### src/rtl/fetch_ctrl_if.sv
// Fetch path bundle: instruction-memory handshake, redirect/stall inputs, decode-side outputs.
// Latency: none (wires only).
// Backpressure: carried by stall (decode side) and imem_done (memory side).
interface fetch_ctrl_if;
  // Instruction memory side
  logic        imem_req;
  logic [15:0] imem_addr;
  logic        imem_done;
  logic [15:0] imem_data;
  logic        imem_err;
  // Control inputs from execute/decode
  logic        redirect;
  logic [15:0] redirect_pc;
  logic        stall;
  // Decode-facing outputs
  logic        instr_valid;
  logic [15:0] instruction;
  logic [15:0] pc;
  logic [15:0] next_pc;
  logic        halted;
  logic        err;

  // The fetch controller drives requests and decode outputs.
  modport master (
    output imem_req, imem_addr, instr_valid, instruction, pc, next_pc, halted, err,
    input  imem_done, imem_data, imem_err, redirect, redirect_pc, stall
  );

  // Memory plus decode environment around the controller.
  modport slave (
    input  imem_req, imem_addr, instr_valid, instruction, pc, next_pc, halted, err,
    output imem_done, imem_data, imem_err, redirect, redirect_pc, stall
  );
endinterface

### src/rtl/fetch_ctrl.sv
// Instruction fetch sequencer: owns PC, fetches into a one-entry buffer, handles redirect/HALT/errors.
// Latency: instr_valid one cycle after imem_done; consume to next request is one cycle.
// Backpressure: stall holds the buffered instruction; outstanding memory requests are never abandoned.
module fetch_ctrl #(
  parameter logic [15:0] RESET_PC    = 16'h0000,
  parameter logic [4:0]  HALT_OPCODE = 5'b00000
) (
  input logic         clk,
  input logic         rst,
  fetch_ctrl_if.master bus
);

  typedef enum logic [2:0] {
    ST_START  = 3'd0,
    ST_FETCH  = 3'd1,
    ST_VALID  = 3'd2,
    ST_HALTED = 3'd3,
    ST_ERROR  = 3'd4
  } state_e;

  state_e      state_q, state_d;
  logic [15:0] pc_q, pc_d;
  logic [15:0] instr_q, instr_d;
  logic        pend_vld_q, pend_vld_d;
  logic [15:0] pend_pc_q, pend_pc_d;

  logic [15:0] pc_plus2;
  logic        redir_bad;
  logic        is_halt;

  assign pc_plus2  = pc_q + 16'd2;
  assign redir_bad = bus.redirect && bus.redirect_pc[0];
  assign is_halt   = (instr_q[15:11] == HALT_OPCODE);

  // State register.
  always_ff @(posedge clk or negedge rst) begin
    if (!rst) begin
      state_q <= ST_START;
    end else begin
      state_q <= state_d;
    end
  end

  // Datapath registers: PC, instruction buffer and pending redirect target.
  always_ff @(posedge clk or negedge rst) begin
    if (!rst) begin
      pc_q       <= RESET_PC;
      instr_q    <= 16'h0000;
      pend_vld_q <= 1'b0;
      pend_pc_q  <= 16'h0000;
    end else begin
      pc_q       <= pc_d;
      instr_q    <= instr_d;
      pend_vld_q <= pend_vld_d;
      pend_pc_q  <= pend_pc_d;
    end
  end

  // Next-state and datapath update; errors win over redirects, redirects win over stall/HALT.
  always_comb begin
    state_d    = state_q;
    pc_d       = pc_q;
    instr_d    = instr_q;
    pend_vld_d = pend_vld_q;
    pend_pc_d  = pend_pc_q;

    case (state_q)
      ST_START: begin
        if (redir_bad) begin
          state_d = ST_ERROR;
        end else begin
          if (bus.redirect) pc_d = bus.redirect_pc;
          state_d = ST_FETCH;
        end
      end

      ST_FETCH: begin
        if ((bus.imem_done && bus.imem_err) || redir_bad) begin
          state_d = ST_ERROR;
        end else if (bus.imem_done) begin
          // The request completes here; data is only kept when no redirect is pending.
          if (bus.redirect) begin
            pc_d       = bus.redirect_pc;
            pend_vld_d = 1'b0;
          end else if (pend_vld_q) begin
            pc_d       = pend_pc_q;
            pend_vld_d = 1'b0;
          end else begin
            instr_d = bus.imem_data;
            state_d = ST_VALID;
          end
        end else if (bus.redirect) begin
          // Keep requesting the old address; remember only the newest target.
          pend_vld_d = 1'b1;
          pend_pc_d  = bus.redirect_pc;
        end
      end

      ST_VALID: begin
        if (redir_bad) begin
          state_d = ST_ERROR;
        end else if (bus.redirect) begin
          pc_d    = bus.redirect_pc;
          state_d = ST_FETCH;
        end else if (!bus.stall) begin
          if (is_halt) begin
            state_d = ST_HALTED;
          end else if (pc_q == 16'hFFFE) begin
            state_d = ST_ERROR;
          end else begin
            pc_d    = pc_plus2;
            state_d = ST_FETCH;
          end
        end
      end

      default: begin
        // HALTED and ERROR are terminal until reset.
      end
    endcase
  end

  // Outputs decoded from registered state only.
  always_comb begin
    bus.imem_req    = (state_q == ST_FETCH);
    bus.imem_addr   = pc_q;
    bus.instr_valid = (state_q == ST_VALID);
    bus.instruction = instr_q;
    bus.pc          = pc_q;
    bus.next_pc     = pc_plus2;
    bus.halted      = (state_q == ST_HALTED);
    bus.err         = (state_q == ST_ERROR);
  end

endmodule

### src/flat_wrapper.sv
// flat-port wrapper written by rule: the top's interface ports become plain ports
module fetch_ctrl_flat 
#(
  parameter logic [15:0] RESET_PC    = 16'h0000,
  parameter logic [4:0]  HALT_OPCODE = 5'b00000
)
  (clk, rst, bus_imem_req, bus_imem_addr, bus_instr_valid, bus_instruction, bus_pc, bus_next_pc, bus_halted, bus_err, bus_imem_done, bus_imem_data, bus_imem_err, bus_redirect, bus_redirect_pc, bus_stall);
  fetch_ctrl_if bus_i ();
  input logic clk;
  input logic rst;
  output wire logic [$bits(bus_i.imem_req)-1:0] bus_imem_req;
  output wire logic [$bits(bus_i.imem_addr)-1:0] bus_imem_addr;
  output wire logic [$bits(bus_i.instr_valid)-1:0] bus_instr_valid;
  output wire logic [$bits(bus_i.instruction)-1:0] bus_instruction;
  output wire logic [$bits(bus_i.pc)-1:0] bus_pc;
  output wire logic [$bits(bus_i.next_pc)-1:0] bus_next_pc;
  output wire logic [$bits(bus_i.halted)-1:0] bus_halted;
  output wire logic [$bits(bus_i.err)-1:0] bus_err;
  input wire logic [$bits(bus_i.imem_done)-1:0] bus_imem_done;
  input wire logic [$bits(bus_i.imem_data)-1:0] bus_imem_data;
  input wire logic [$bits(bus_i.imem_err)-1:0] bus_imem_err;
  input wire logic [$bits(bus_i.redirect)-1:0] bus_redirect;
  input wire logic [$bits(bus_i.redirect_pc)-1:0] bus_redirect_pc;
  input wire logic [$bits(bus_i.stall)-1:0] bus_stall;
  assign bus_imem_req = bus_i.imem_req;
  assign bus_imem_addr = bus_i.imem_addr;
  assign bus_instr_valid = bus_i.instr_valid;
  assign bus_instruction = bus_i.instruction;
  assign bus_pc = bus_i.pc;
  assign bus_next_pc = bus_i.next_pc;
  assign bus_halted = bus_i.halted;
  assign bus_err = bus_i.err;
  assign bus_i.imem_done = bus_imem_done;
  assign bus_i.imem_data = bus_imem_data;
  assign bus_i.imem_err = bus_imem_err;
  assign bus_i.redirect = bus_redirect;
  assign bus_i.redirect_pc = bus_redirect_pc;
  assign bus_i.stall = bus_stall;
  fetch_ctrl #(.RESET_PC(RESET_PC), .HALT_OPCODE(HALT_OPCODE)) u_core (.clk(clk), .rst(rst), .bus(bus_i));
endmodule
### config.mk
export PLATFORM = sky130hd
export DESIGN_NAME = fetch_ctrl_flat
export DESIGN_NICKNAME = d
export VERILOG_FILES = /design/src/rtl/fetch_ctrl_if.sv /design/src/rtl/fetch_ctrl.sv /design/src/flat_wrapper.sv
export SDC_FILE = /design/constraint.sdc
export NUM_CORES = 1
export LEC_CHECK = 0
export ABC_AREA = 1
export CAP_MARGIN = 30
export CORE_UTILIZATION = 50
export CTS_BUF_LIST = sky130_fd_sc_hd__clkbuf_8 sky130_fd_sc_hd__clkbuf_16
export DETAILED_ROUTE_END_ITERATION = 12
export PLACE_DENSITY = 0.86
export SLEW_MARGIN = 20
export SYNTH_ARGS = -nofsm -noshare
export SYNTH_HDL_FRONTEND = slang
export SYNTH_SLANG_ARGS = --single-unit
### constraint.sdc
create_clock -name clk -period 3.04 [get_ports clk]
set_clock_uncertainty 0.2 [all_clocks]
set_input_delay 0.304 -clock clk [delete_from_list [all_inputs] [get_ports clk]]
set_output_delay 0.304 -clock clk [all_outputs]
set_load 0.1 [all_outputs]
=== Yosys cells after proc, flatten, opt, wreduce, memory -nomap -nowiden ===
Index checks and enable logic that the tools add are counted.

* Reductions and logical operators: 12
* Eq/ne operators: 18
* Add/subtract/negate cells: 1
* Bitwise operators: 4
* Multiplexer cells: 25

{| class="wikitable"
|+ Operators with widths
! cell !! count
|-
| 16-bit two-way mux || 11
|-
| 16-bit one-hot mux with 3 select lines || 1
|-
| 3-bit two-way mux || 10
|-
| 16-bit by 2-bit adder with 16-bit output (second input constant) || 1
|-
| 16-bit == test (second input constant) || 1
|-
| 3-bit inequality test (second input constant) || 4
|-
| 10-bit AND reduction || 1
|-
| 5-bit AND reduction || 2
|-
| 3-bit one-hot mux with 3 select lines || 1
|-
| 2-bit inequality test (second input constant) || 4
|-
| 3-bit by 2-bit == test with 1-bit output (second input constant) || 2
|-
| 3-bit by 1-bit inequality test with 1-bit output (second input constant) || 2
|-
| 5-bit zero test || 1
|-
| 4-bit by 3-bit inequality test with 1-bit output (second input constant) || 1
|-
| 1-bit NOT || 4
|-
| 4-bit AND reduction || 1
|-
| 3-bit by 1-bit == test with 1-bit output (second input constant) || 1
|-
| 3-bit == test (second input constant) || 1
|-
| 3-bit zero test || 1
|-
| 3-bit by 2-bit inequality test with 1-bit output (second input constant) || 1
|-
| 3-bit AND reduction || 1
|-
| 3-bit nonzero test || 1
|-
| 1-bit logical AND || 2
|-
| 1-bit two-way mux || 2
|-
| other kinds (3) || 3
|}

* Word-level logic and storage cells: 65
* Register bits after elaboration: 52
* Output and inout bits: 68

=== Depth between registers and ports, before layout ===
Gate-level depths: netlist of run 1.

* Depth after elaboration: 7
* Mapped depth: 11
* Gate-level depth less buffers: 11

=== Worst setup path after synthesis of run 1 ===
OpenSTA, ideal clock, no wires.

* Path kind: register to register
* Start: register u_core.pc_q[2] (netlist: u_core.bus.imem_addr[2])
* End: register u_core.pc_q[5] (netlist: u_core.bus.imem_addr[5])
* Required time: 2.772 ns
* Stages on the path, launching flop included: 9
* Path buffers: 0
* Arrival: 3.435 ns
* Setup time: 0.068 ns
* Slack: -0.663 ns
* Path through: dfrtp_1 -> ha_1 -> inv_1 -> nor2_1 -> xor2_1 -> nand2_1 -> o211ai_1 -> nand2_1 -> nand2_1

* Cells in the longest elaborated chain, start to end: 7
* Elaborated cells on any way between the ends: 10
* Those cells by class: 1 x add/sub; 2 x eq/ne; 6 x mux; 1 x reduce/logical

{| class="wikitable"
|+ RTL lines
! item !! line !! text
|-
| start: declaration || fetch_ctrl.sv:22 || <nowiki>logic [15:0] pc_q, pc_d;</nowiki>
|-
| start signal: assignment || fetch_ctrl.sv:52 || <nowiki>pc_q <= pc_d;</nowiki>
|-
| 16-bit by 2-bit adder with 16-bit output || fetch_ctrl.sv:31 || <nowiki>assign pc_plus2 = pc_q + 16'd2;</nowiki>
|-
| via bus_next_pc[5] || flat_wrapper.sv:16 || <nowiki>output wire logic [$bits(bus_i.next_pc)-1:0] bus_next_pc;</nowiki>
|-
| 16-bit two-way mux || fetch_ctrl.sv:108 || <nowiki>end else if (pc_q == 16'hFFFE) begin</nowiki>
|-
| 16-bit two-way mux || fetch_ctrl.sv:106 || <nowiki>if (is_halt) begin</nowiki>
|-
| 16-bit two-way mux || fetch_ctrl.sv:105 || <nowiki>end else if (!bus.stall) begin</nowiki>
|-
| 16-bit two-way mux || fetch_ctrl.sv:102 || <nowiki>end else if (bus.redirect) begin</nowiki>
|-
| 16-bit two-way mux || fetch_ctrl.sv:100 || <nowiki>if (redir_bad) begin</nowiki>
|-
| 16-bit one-hot mux with 3 select lines || fetch_ctrl.sv:67 || <nowiki>case (state_q)</nowiki>
|}

The timed path passes the listed nets, and every way through them passes these cells. The select of a mux whose other input is x is not followed.
A chain may end at the register's enable or synchronous reset.

=== Final worst setup path of run 1 ===
* Start: register u_core.pc_q[1] (netlist: u_core.bus.imem_addr[1])
* End: output bus_next_pc[13]

* Cells in the longest elaborated chain, start to end: 1

{| class="wikitable"
|+ RTL lines
! item !! line
|-
| 16-bit by 2-bit adder with 16-bit output || fetch_ctrl.sv:31
|-
| end: declaration || flat_wrapper.sv:16
|}

No other way between the ends.

==> impl_metrics.prom, run 1 <==
# TYPE chip_impl_metric gauge
chip_impl_metric{name="critical_path.max_stage_delay",unit="ns"} 0.45
chip_impl_metric{name="first_pass_iters",unit=""} 5
chip_impl_metric{name="grt_overflow_total",unit=""} 0
chip_impl_metric{name="std_cell_rows",unit=""} 28
chip_impl_metric{name="starting_density_of_the_core",unit="%"} 53.34
chip_impl_metric{name="cts_buffer_depth",unit=""} 2
chip_impl_metric{name="pin_count",unit=""} 106
chip_impl_metric{name="sw_power",unit="mW"} 0.2946
chip_impl_metric{name="first_global_vias",unit=""} 2997
chip_impl_metric{name="count_of_cells_resized_by_post_cts_repair",unit=""} 0
chip_impl_metric{name="hold_ws",unit="ns"} 0.2500
chip_impl_info{name="clock_tree.root_cell",value="clkbuf_8"} 1
chip_impl_metric{name="worstPathMaxFanout",unit=""} 6
chip_impl_metric{name="post_layout_nonfiller_instances",unit=""} 611
chip_impl_metric{name="max_cap_viol_count",unit=""} 0
chip_impl_metric{name="numPlacedInstances",unit=""} 602
chip_impl_metric{name="clkSinkCount",unit=""} 52
chip_impl_metric{name="nNetsFinal",unit=""} 575
chip_impl_metric{name="worstSkewPairLatency",unit="ns"} 0.31
chip_impl_metric{name="total_leakage_power",unit="nW"} 2.175
chip_impl_metric{name="post_synth.cell_area_avg",unit="um^2"} 7.315
chip_impl_metric{name="chipWidth",unit="um"} 82.41
chip_impl_metric{name="timing.reg2reg.setup_slack",unit="ns"} 0.60
chip_impl_metric{name="synth-seq-area-share",unit="%"} 40.25
chip_impl_metric{name="drtIter0Drc",unit=""} 204
chip_impl_metric{name="finalCriticalPeriod",unit="ns"} 2.563
chip_impl_info{name="worstHoldPathType",value="primary input to async pin"} 1
chip_impl_metric{name="critPathRequiredTime",unit="ns"} 2.54
chip_impl_metric{name="fmaxAchievable",unit="MHz"} 390.1
chip_impl_info{name="critPathSlowestCell",value="dfrtp_2"} 1
chip_impl_metric{name="worst_setup_hold_path_clk_slew",unit="ns"} 0.10
chip_impl_info{name="timing.critical_path.cells",value="ha_1, inv_1, nor2_1, nand4_1, nand2_1, buf_4"} 1
chip_impl_metric{name="postSynthNetCount",unit=""} 482
chip_impl_metric{name="cts.hold.buffers_added",unit=""} 1
chip_impl_metric{name="global_route_wire_length_before_repair",unit="mm"} 13.88
chip_impl_metric{name="worst-slew-pin-transition",unit="ns"} 0.5484
chip_impl_metric{name="synthesis.area",unit="mm^2"} 0.003233
chip_impl_metric{name="grt_start_max_net_pins",unit=""} 22
chip_impl_metric{name="post_cts.repair.setup_buffers",unit=""} 0
chip_impl_metric{name="final-hold-violation-count",unit=""} 0
chip_impl_info{name="critPathCaptureType",value="output port"} 1
chip_impl_metric{name="vias",unit=""} 3223
chip_impl_metric{name="route.detailed.drc",unit=""} 0
chip_impl_info{name="cts_tree",value="built"} 1
chip_impl_metric{name="drtAntennaViolNets",unit=""} 0
chip_impl_metric{name="insertedDiodeCount",unit=""} 0
chip_impl_metric{name="swShare",unit="%"} 22.82
chip_impl_metric{name="floorplan.core_area",unit="mm^2"} 0.006061
chip_impl_metric{name="area.growth.synth_to_final",unit="%"} 31.11
chip_impl_metric{name="setup_violations",unit=""} 0
chip_impl_metric{name="power.sequential.fraction",unit="%"} 53.5
chip_impl_metric{name="routabilityCongestion",unit=""} 0.9492
chip_impl_metric{name="global_route.usage.total",unit="%"} 27.29
chip_impl_metric{name="worstPathArrival",unit="ns"} 2.06
chip_impl_metric{name="final_layout_size_suffix_gt1_share",unit="%"} 22.57
chip_impl_metric{name="fillCellCount",unit=""} 496
chip_impl_metric{name="clock_tree.htree_level_count",unit=""} 2
chip_impl_info{name="worstSetupStartpointType",value="flop"} 1
chip_impl_metric{name="p_int",unit="mW"} 0.9965
chip_impl_metric{name="worst_ir_drop_vdd",unit="mV"} 0.2826
chip_impl_metric{name="grt_antenna_before_repair",unit=""} 0
chip_impl_info{name="critical_setup_path_kind",value="flop to output port"} 1
chip_impl_metric{name="clockPowerShare",unit="%"} 37.9
chip_impl_metric{name="drv_slew",unit=""} 0
chip_impl_metric{name="port_buffers",unit=""} 105
chip_impl_metric{name="synth-warning-count",unit=""} 0
chip_impl_metric{name="dp_hpwl",unit="mm"} 6.637
chip_impl_metric{name="synthesis.instances",unit=""} 442
chip_impl_metric{name="synth_seq_cells",unit=""} 52
chip_impl_info{name="run_status",value="finished clean"} 1
chip_impl_metric{name="post_synth_num_cell_types",unit=""} 33
chip_impl_metric{name="worst_case_headroom_to_the_max_slew_limit",unit="%"} 63.30
chip_impl_metric{name="final.period_utilization",unit="%"} 84.32
chip_impl_metric{name="pwr-share-comb",unit="%"} 8.5
chip_impl_info{name="rsz0062_at_grt",value="false"} 1
chip_impl_metric{name="floorplan.die.height",unit="um"} 82.41
chip_impl_metric{name="routed_wirelength",unit="mm"} 8.461
chip_impl_metric{name="route.detailed.vias_per_inst",unit=""} 5.275
chip_impl_metric{name="tritoncts_buffer_count",unit=""} 5
chip_impl_metric{name="die-area",unit="mm^2"} 0.006791
chip_impl_metric{name="wl_per_cell",unit="um"} 13.85
chip_impl_metric{name="cellPowerDensity",unit="mW/mm^2"} 304.6
## synth_stat cells (all sizes together)
master / count / area share, %
a21oi: 9 / 1.4
nand3b: 4 / 0.93
a22oi: 2 / 0.46
buf: 25 / 5.7
o21ai: 30 / 4.6
o221ai: 1 / 0.27
dfrtp: 52 / 40
inv: 48 / 5.6
a21boi: 1 / 0.23
nor3: 9 / 1.4
nand2: 153 / 18
o21bai: 2 / 0.46
ha: 2 / 0.77
clkbuf: 1 / 0.12
a31oi: 1 / 0.19
nand4: 6 / 1.2
o211ai: 3 / 0.70
nor2: 44 / 5.9
nand3: 24 / 4.1
xor2: 3 / 0.81
clkinv: 1 / 0.12
mux2: 16 / 5.6
and2: 5 / 0.97
## critical path: cells and delay by family, from the launching register on
| family | cells | cell delay, ns |
|---|---|---|
| AND/OR/NAND/NOR | 3 | 0.74 |
| flip-flops | 1 | 0.45 |
| buffers and inverters | 2 | 0.36 |
| adder cells (fa/ha/maj) | 1 | 0.19 |
## area by class of cell
class	count	area (um^2)	share of cell area, %
tap	75	93.84	2.214
clock buffer	5	68.82	1.623
timing repair buffer	112	943.4	22.25
multi-input combinational	315	1595	37.63
clock inverter	3	46.29	1.092
sequential	52	1304	30.76
inverter	49	187.7	4.427
## placed cells by master (no fill, tap or decap), drive strengths merged, types with 2 or more instances in the layout
cell type	instances
a21oi	9
a22oi	2
and2	5
buf	75
clkbuf	5
clkdlybuf4s50	36
clkinvlp	2
dfrtp	52
ha	2
inv	48
mux2	16
nand2	153
nand3	24
nand3b	4
nand4	6
nor2	44
nor3	9
o211ai	3
o21ai	30
o21bai	2
xor2	3
## sequential cells by signal, summed over array words and instances, names as in the netlist
signal / flops
u_core.bus.imem_addr: 16
u_core.bus.instruction: 16
u_core.pend_pc_q: 16
u_core.pend_vld_q: 1
u_core.state_q: 3
## metrics by stage
| stage | util, % | setup TNS, ns | setup slack, ns | cell area, um^2 | total power, mW |
|---|---|---|---|---|---|
| after floorplan | - | -0.01574 | -0.01574 | 3276 | 0.7351 |
| after global placement | 67.88 | 0 | 0.6932 | 4114 | 0.8110 |
| after detailed placement | 67.88 | 0 | 0.5608 | 4114 | 0.8133 |
| after CTS | 69.94 | 0 | 0.4819 | 4239 | 1.299 |
| after global routing | 69.94 | 0 | 0.2894 | 4239 | 1.336 |
| final | 69.94 | 0 | 0.4766 | 4239 | 1.291 |
## kinds of logic (layout without fill, tap and decap cells)
logic type                 count (synthesis)  in the layout  share of synthesized area [%]
AOI/OAI and AO/OA                         49             49                          8.359
xor gates and xnor gates                   3              3                         0.8128
adders and majority gates                  2              2                         0.7739
buffers and inverters                     75            169                          11.53
DFF                                       52             52                          40.25
muxes                                     16             16                          5.573
and+or+nand+nor                          245            245                          32.70
## worst paths after layout
kind	startpoint	to	depth (start not counted)
max	u_core.bus.imem_addr[1]	bus_next_pc[13]	6
min	rst	u_core.pend_pc_q[4]	2
max reg2reg	u_core.state_q[2]	u_core.pend_pc_q[1]	9
min reg2reg	u_core.pend_pc_q[2]	u_core.pend_pc_q[2]	2
max in group asynchronous	rst	u_core.bus.instruction[11]	3
min in group clk	u_core.pend_pc_q[2]	u_core.pend_pc_q[2]	2
## metal layers
| metal | routed length (um) | global-route usage (%) | part of all wire, % |
|---|---|---|---|
| met4 | 113 | 6.140 | 1.3 |
| met1 | 3611 | 35.55 | 43 |
| met5 | 0 | 0 | 0 |
| met2 | 4076 | 47.19 | 48 |
| met3 | 659 | 4.835 | 7.8 |
## power groups by stage
stage	logic, mW	clock network (mW)	registers [mW]
after global routing	0.121	0.523	0.691
final	0.110	0.490	0.691
after detailed placement	0.109	0	0.705
after global placement	0.106	0	0.705
after CTS	0.110	0.497	0.691
after floorplan	0.0301	0	0.705
No activity file was read; power rests on OpenSTA's default activity.
==> run 2, diff against run 1 <==
- CORE_UTILIZATION: 50 -> 47
- PLACE_DENSITY: 0.86 -> 0.82
- clock period: 3.04 -> 2.5 ns (I/O delays scaled with it)
==> run 2 against run 1 <==
The run now ends with design-rule violations left. Final area up 4.8%. Register-to-register slack worse by 0.21 ns. Non-clock buffer count stayed put. Total power up 12%. Die area up 6.2%. Via count is 1.0% lower.
==> impl_metrics.prom, run 2 (synthesized netlist as in run 1, its figures left out) <==
# TYPE chip_impl_metric gauge
chip_impl_info{name="critPathSlowestCell",value="dfrtp_4"} 1
chip_impl_info{name="critPathCaptureType",value="output port"} 1
chip_impl_info{name="rsz0062_at_grt",value="false"} 1
chip_impl_info{name="worstSetupStartpointType",value="flop"} 1
chip_impl_metric{name="register_area",unit="mm^2"} 0.001323
chip_impl_metric{name="max_cap_viol_count",unit=""} 0
chip_impl_metric{name="sw_power",unit="mW"} 0.3377
chip_impl_metric{name="worst_setup_hold_path_clk_slew",unit="ns"} 0.09
chip_impl_metric{name="cts_buffer_depth",unit=""} 2
chip_impl_metric{name="fin_setup_tns",unit="ns"} 0
chip_impl_metric{name="clkSinkCount",unit=""} 52
chip_impl_metric{name="tritoncts_buffer_count",unit=""} 5
chip_impl_metric{name="nNetsFinal",unit=""} 575
chip_impl_metric{name="wl_per_cell",unit="um"} 13.80
chip_impl_metric{name="reg2regPathDepth",unit=""} 10
chip_impl_metric{name="grt_overflow_total",unit=""} 0
chip_impl_metric{name="hold_ws",unit="ns"} 0.2825
chip_impl_metric{name="critical_path.max_stage_delay",unit="ns"} 0.47
chip_impl_metric{name="final_layout_size_suffix_gt1_share",unit="%"} 25.93
chip_impl_metric{name="fmaxAchievable",unit="MHz"} 430.9
chip_impl_metric{name="setup_violations",unit=""} 0
chip_impl_metric{name="swShare",unit="%"} 23.42
chip_impl_info{name="run_status",value="finished with violations"} 1
chip_impl_metric{name="total_leakage_power",unit="nW"} 2.194
chip_impl_metric{name="worst_case_headroom_to_the_max_slew_limit",unit="%"} 57.33
chip_impl_metric{name="route.detailed.drc",unit=""} 10
chip_impl_info{name="timing.critical_path.cells",value="ha_1, nand3_1, nor2_1, nand4_1, and2_2, buf_12"} 1
chip_impl_metric{name="routed_wirelength",unit="mm"} 8.460
chip_impl_metric{name="critPathRequiredTime",unit="ns"} 2.05
chip_impl_info{name="critical_setup_path_kind",value="flop to output port"} 1
chip_impl_metric{name="pin_count",unit=""} 106
chip_impl_info{name="cp_top_family",value="simple AND/OR/NAND/NOR gates"} 1
chip_impl_metric{name="floorplan.core_area",unit="mm^2"} 0.006495
chip_impl_info{name="layout_common_cells",value="nand2_1, buf_4, inv_1"} 1
chip_impl_metric{name="worstPathMaxFanout",unit=""} 6
chip_impl_metric{name="route.detailed.vias_per_inst",unit=""} 5.204
chip_impl_metric{name="cellPowerDensity",unit="mW/mm^2"} 324.6
chip_impl_metric{name="worst-slew-pin-transition",unit="ns"} 0.6401
chip_impl_metric{name="grt_antenna_before_repair",unit=""} 0
chip_impl_metric{name="clockPowerShare",unit="%"} 32.7
chip_impl_metric{name="post_dp_cell_area",unit="mm^2"} 0.004344
chip_impl_metric{name="routabilityCongestion",unit=""} 0.9057
chip_impl_metric{name="power.sequential.fraction",unit="%"} 58.3
chip_impl_metric{name="vias",unit=""} 3190
chip_impl_metric{name="final-hold-violation-count",unit=""} 0
chip_impl_metric{name="insertedDiodeCount",unit=""} 0
chip_impl_metric{name="min_path_cells",unit=""} 2
chip_impl_metric{name="chipWidth",unit="um"} 84.94
chip_impl_metric{name="clock_tree.htree_level_count",unit=""} 2
chip_impl_metric{name="port_buffers",unit=""} 105
chip_impl_metric{name="die-area",unit="mm^2"} 0.007215
chip_impl_metric{name="stdcell_area",unit="mm^2"} 0.004442
chip_impl_metric{name="drv_slew",unit=""} 0
chip_impl_metric{name="path_buf_inv",unit=""} 1
chip_impl_metric{name="pwr-share-comb",unit="%"} 9.0
chip_impl_info{name="cts_tree",value="built"} 1
chip_impl_metric{name="area.growth.synth_to_final",unit="%"} 37.38
chip_impl_metric{name="worst_ir_drop_vdd",unit="mV"} 0.2602
chip_impl_metric{name="timing.critical_path.depth",unit=""} 6
chip_impl_info{name="layout.cells.most_common",value="nand2_1"} 1
chip_impl_metric{name="fillCellCount",unit=""} 541
chip_impl_metric{name="post_cts.repair.setup_buffers",unit=""} 0
chip_impl_metric{name="floorplan.die.height",unit="um"} 84.94
chip_impl_info{name="violations_in_the_final_reports",value="design-rule violations"} 1
chip_impl_metric{name="final.period_utilization",unit="%"} 92.83
chip_impl_metric{name="worstSkewPairLatency",unit="ns"} 0.31
chip_impl_metric{name="p_int",unit="mW"} 1.104
chip_impl_metric{name="first_global_vias",unit=""} 3070
chip_impl_info{name="clock_tree.root_cell",value="clkbuf_8"} 1
chip_impl_metric{name="multi_input_comb_area",unit="mm^2"} 0.001642
chip_impl_metric{name="std_cell_rows",unit=""} 29
chip_impl_metric{name="drtIter0Drc",unit=""} 270
chip_impl_metric{name="global_route_wire_length_before_repair",unit="mm"} 14.38
chip_impl_metric{name="dp_hpwl",unit="mm"} 6.657
chip_impl_metric{name="grt_start_max_net_pins",unit=""} 53
chip_impl_metric{name="global_route.usage.total",unit="%"} 24.76
chip_impl_info{name="worstHoldPathType",value="flop to flop"} 1
chip_impl_metric{name="finalCriticalPeriod",unit="ns"} 2.321
chip_impl_metric{name="first_pass_iters",unit=""} 10
chip_impl_metric{name="drtAntennaViolNets",unit=""} 0
chip_impl_metric{name="starting_density_of_the_core",unit="%"} 49.78
chip_impl_metric{name="worstPathArrival",unit="ns"} 1.87
run 2: layout make-up:
cell class,count,share of cell area [%]
Multi-Input combinational cell,315,36.96
Sequential cell,52,29.77
Timing Repair Buffer,112,24.90
Inverter,49,4.225
Tap cell,77,2.169
Clock buffer,5,1.549
Clock inverter,3,0.4225
run 2: final timing paths:
| kind | startpoint | to | slack [ns] |
|---|---|---|---|
| worst min-delay path | u_core.pend_pc_q[9] | u_core.pend_pc_q[9] | 0.28 |
| worst max-delay path | u_core.bus.imem_addr[1] | bus_next_pc[15] | 0.18 |
| worst min register to register | u_core.pend_pc_q[9] | u_core.pend_pc_q[9] | 0.28 |
| worst max register to register | u_core.state_q[2] | u_core.pend_pc_q[1] | 0.39 |
| max in group asynchronous | rst | u_core.bus.imem_addr[1] | 1.24 |
| min in group asynchronous | rst | u_core.pend_pc_q[2] | 0.38 |
run 2: worst register-to-register path, stage by stage (launching register included):
cell and delay [ns]:
dfrtp_1 0.48, nor2_2 0.17, nand2_2 0.13, inv_2 0.09, nand2_1 0.12, inv_2 0.11
nand2_1 0.07, nor2_1 0.21, inv_1 0.23, nand2_1 0.11, o21ai_0 0.08
run 2: what timing repair did:
item,4_1_cts,5_1_grt
endpoints found under the hold margin,52,0
hold buffers,1,0
gates resized for setup,0,0
run 2: power groups by stage:
stage / Combinational, mW / Sequential (mW) / Clock [mW]
2_1_floorplan: 0.0366 / 0.857 / 0
3_3_place_gp: 0.127 / 0.857 / 0
3_5_place_dp: 0.129 / 0.857 / 0
4_1_cts: 0.131 / 0.840 / 0.486
5_1_grt: 0.146 / 0.840 / 0.516
6_report: 0.130 / 0.840 / 0.472
run 2: per-stage QoR:
step | util (%) | setup slack (ns) | power (mW) | instances
2_1_floorplan | - | -0.01975 | 0.8938 | 442
5_1_grt | 68.39 | 0.1028 | 1.502 | 613
3_3_place_gp | 66.88 | 0.2250 | 0.9844 | 604
6_report | 68.39 | 0.1793 | 1.442 | 613
3_5_place_dp | 66.88 | 0.1205 | 0.9858 | 604
4_1_cts | 68.39 | 0.1990 | 1.457 | 613
run 2: layer usage:
metal | GRT usage, % | part of all wire [%]
met1 | 34.09 | 44
met2 | 40.32 | 46
met3 | 4.377 | 8.3
met4 | 6.934 | 1.7
met5 | 0 | 0
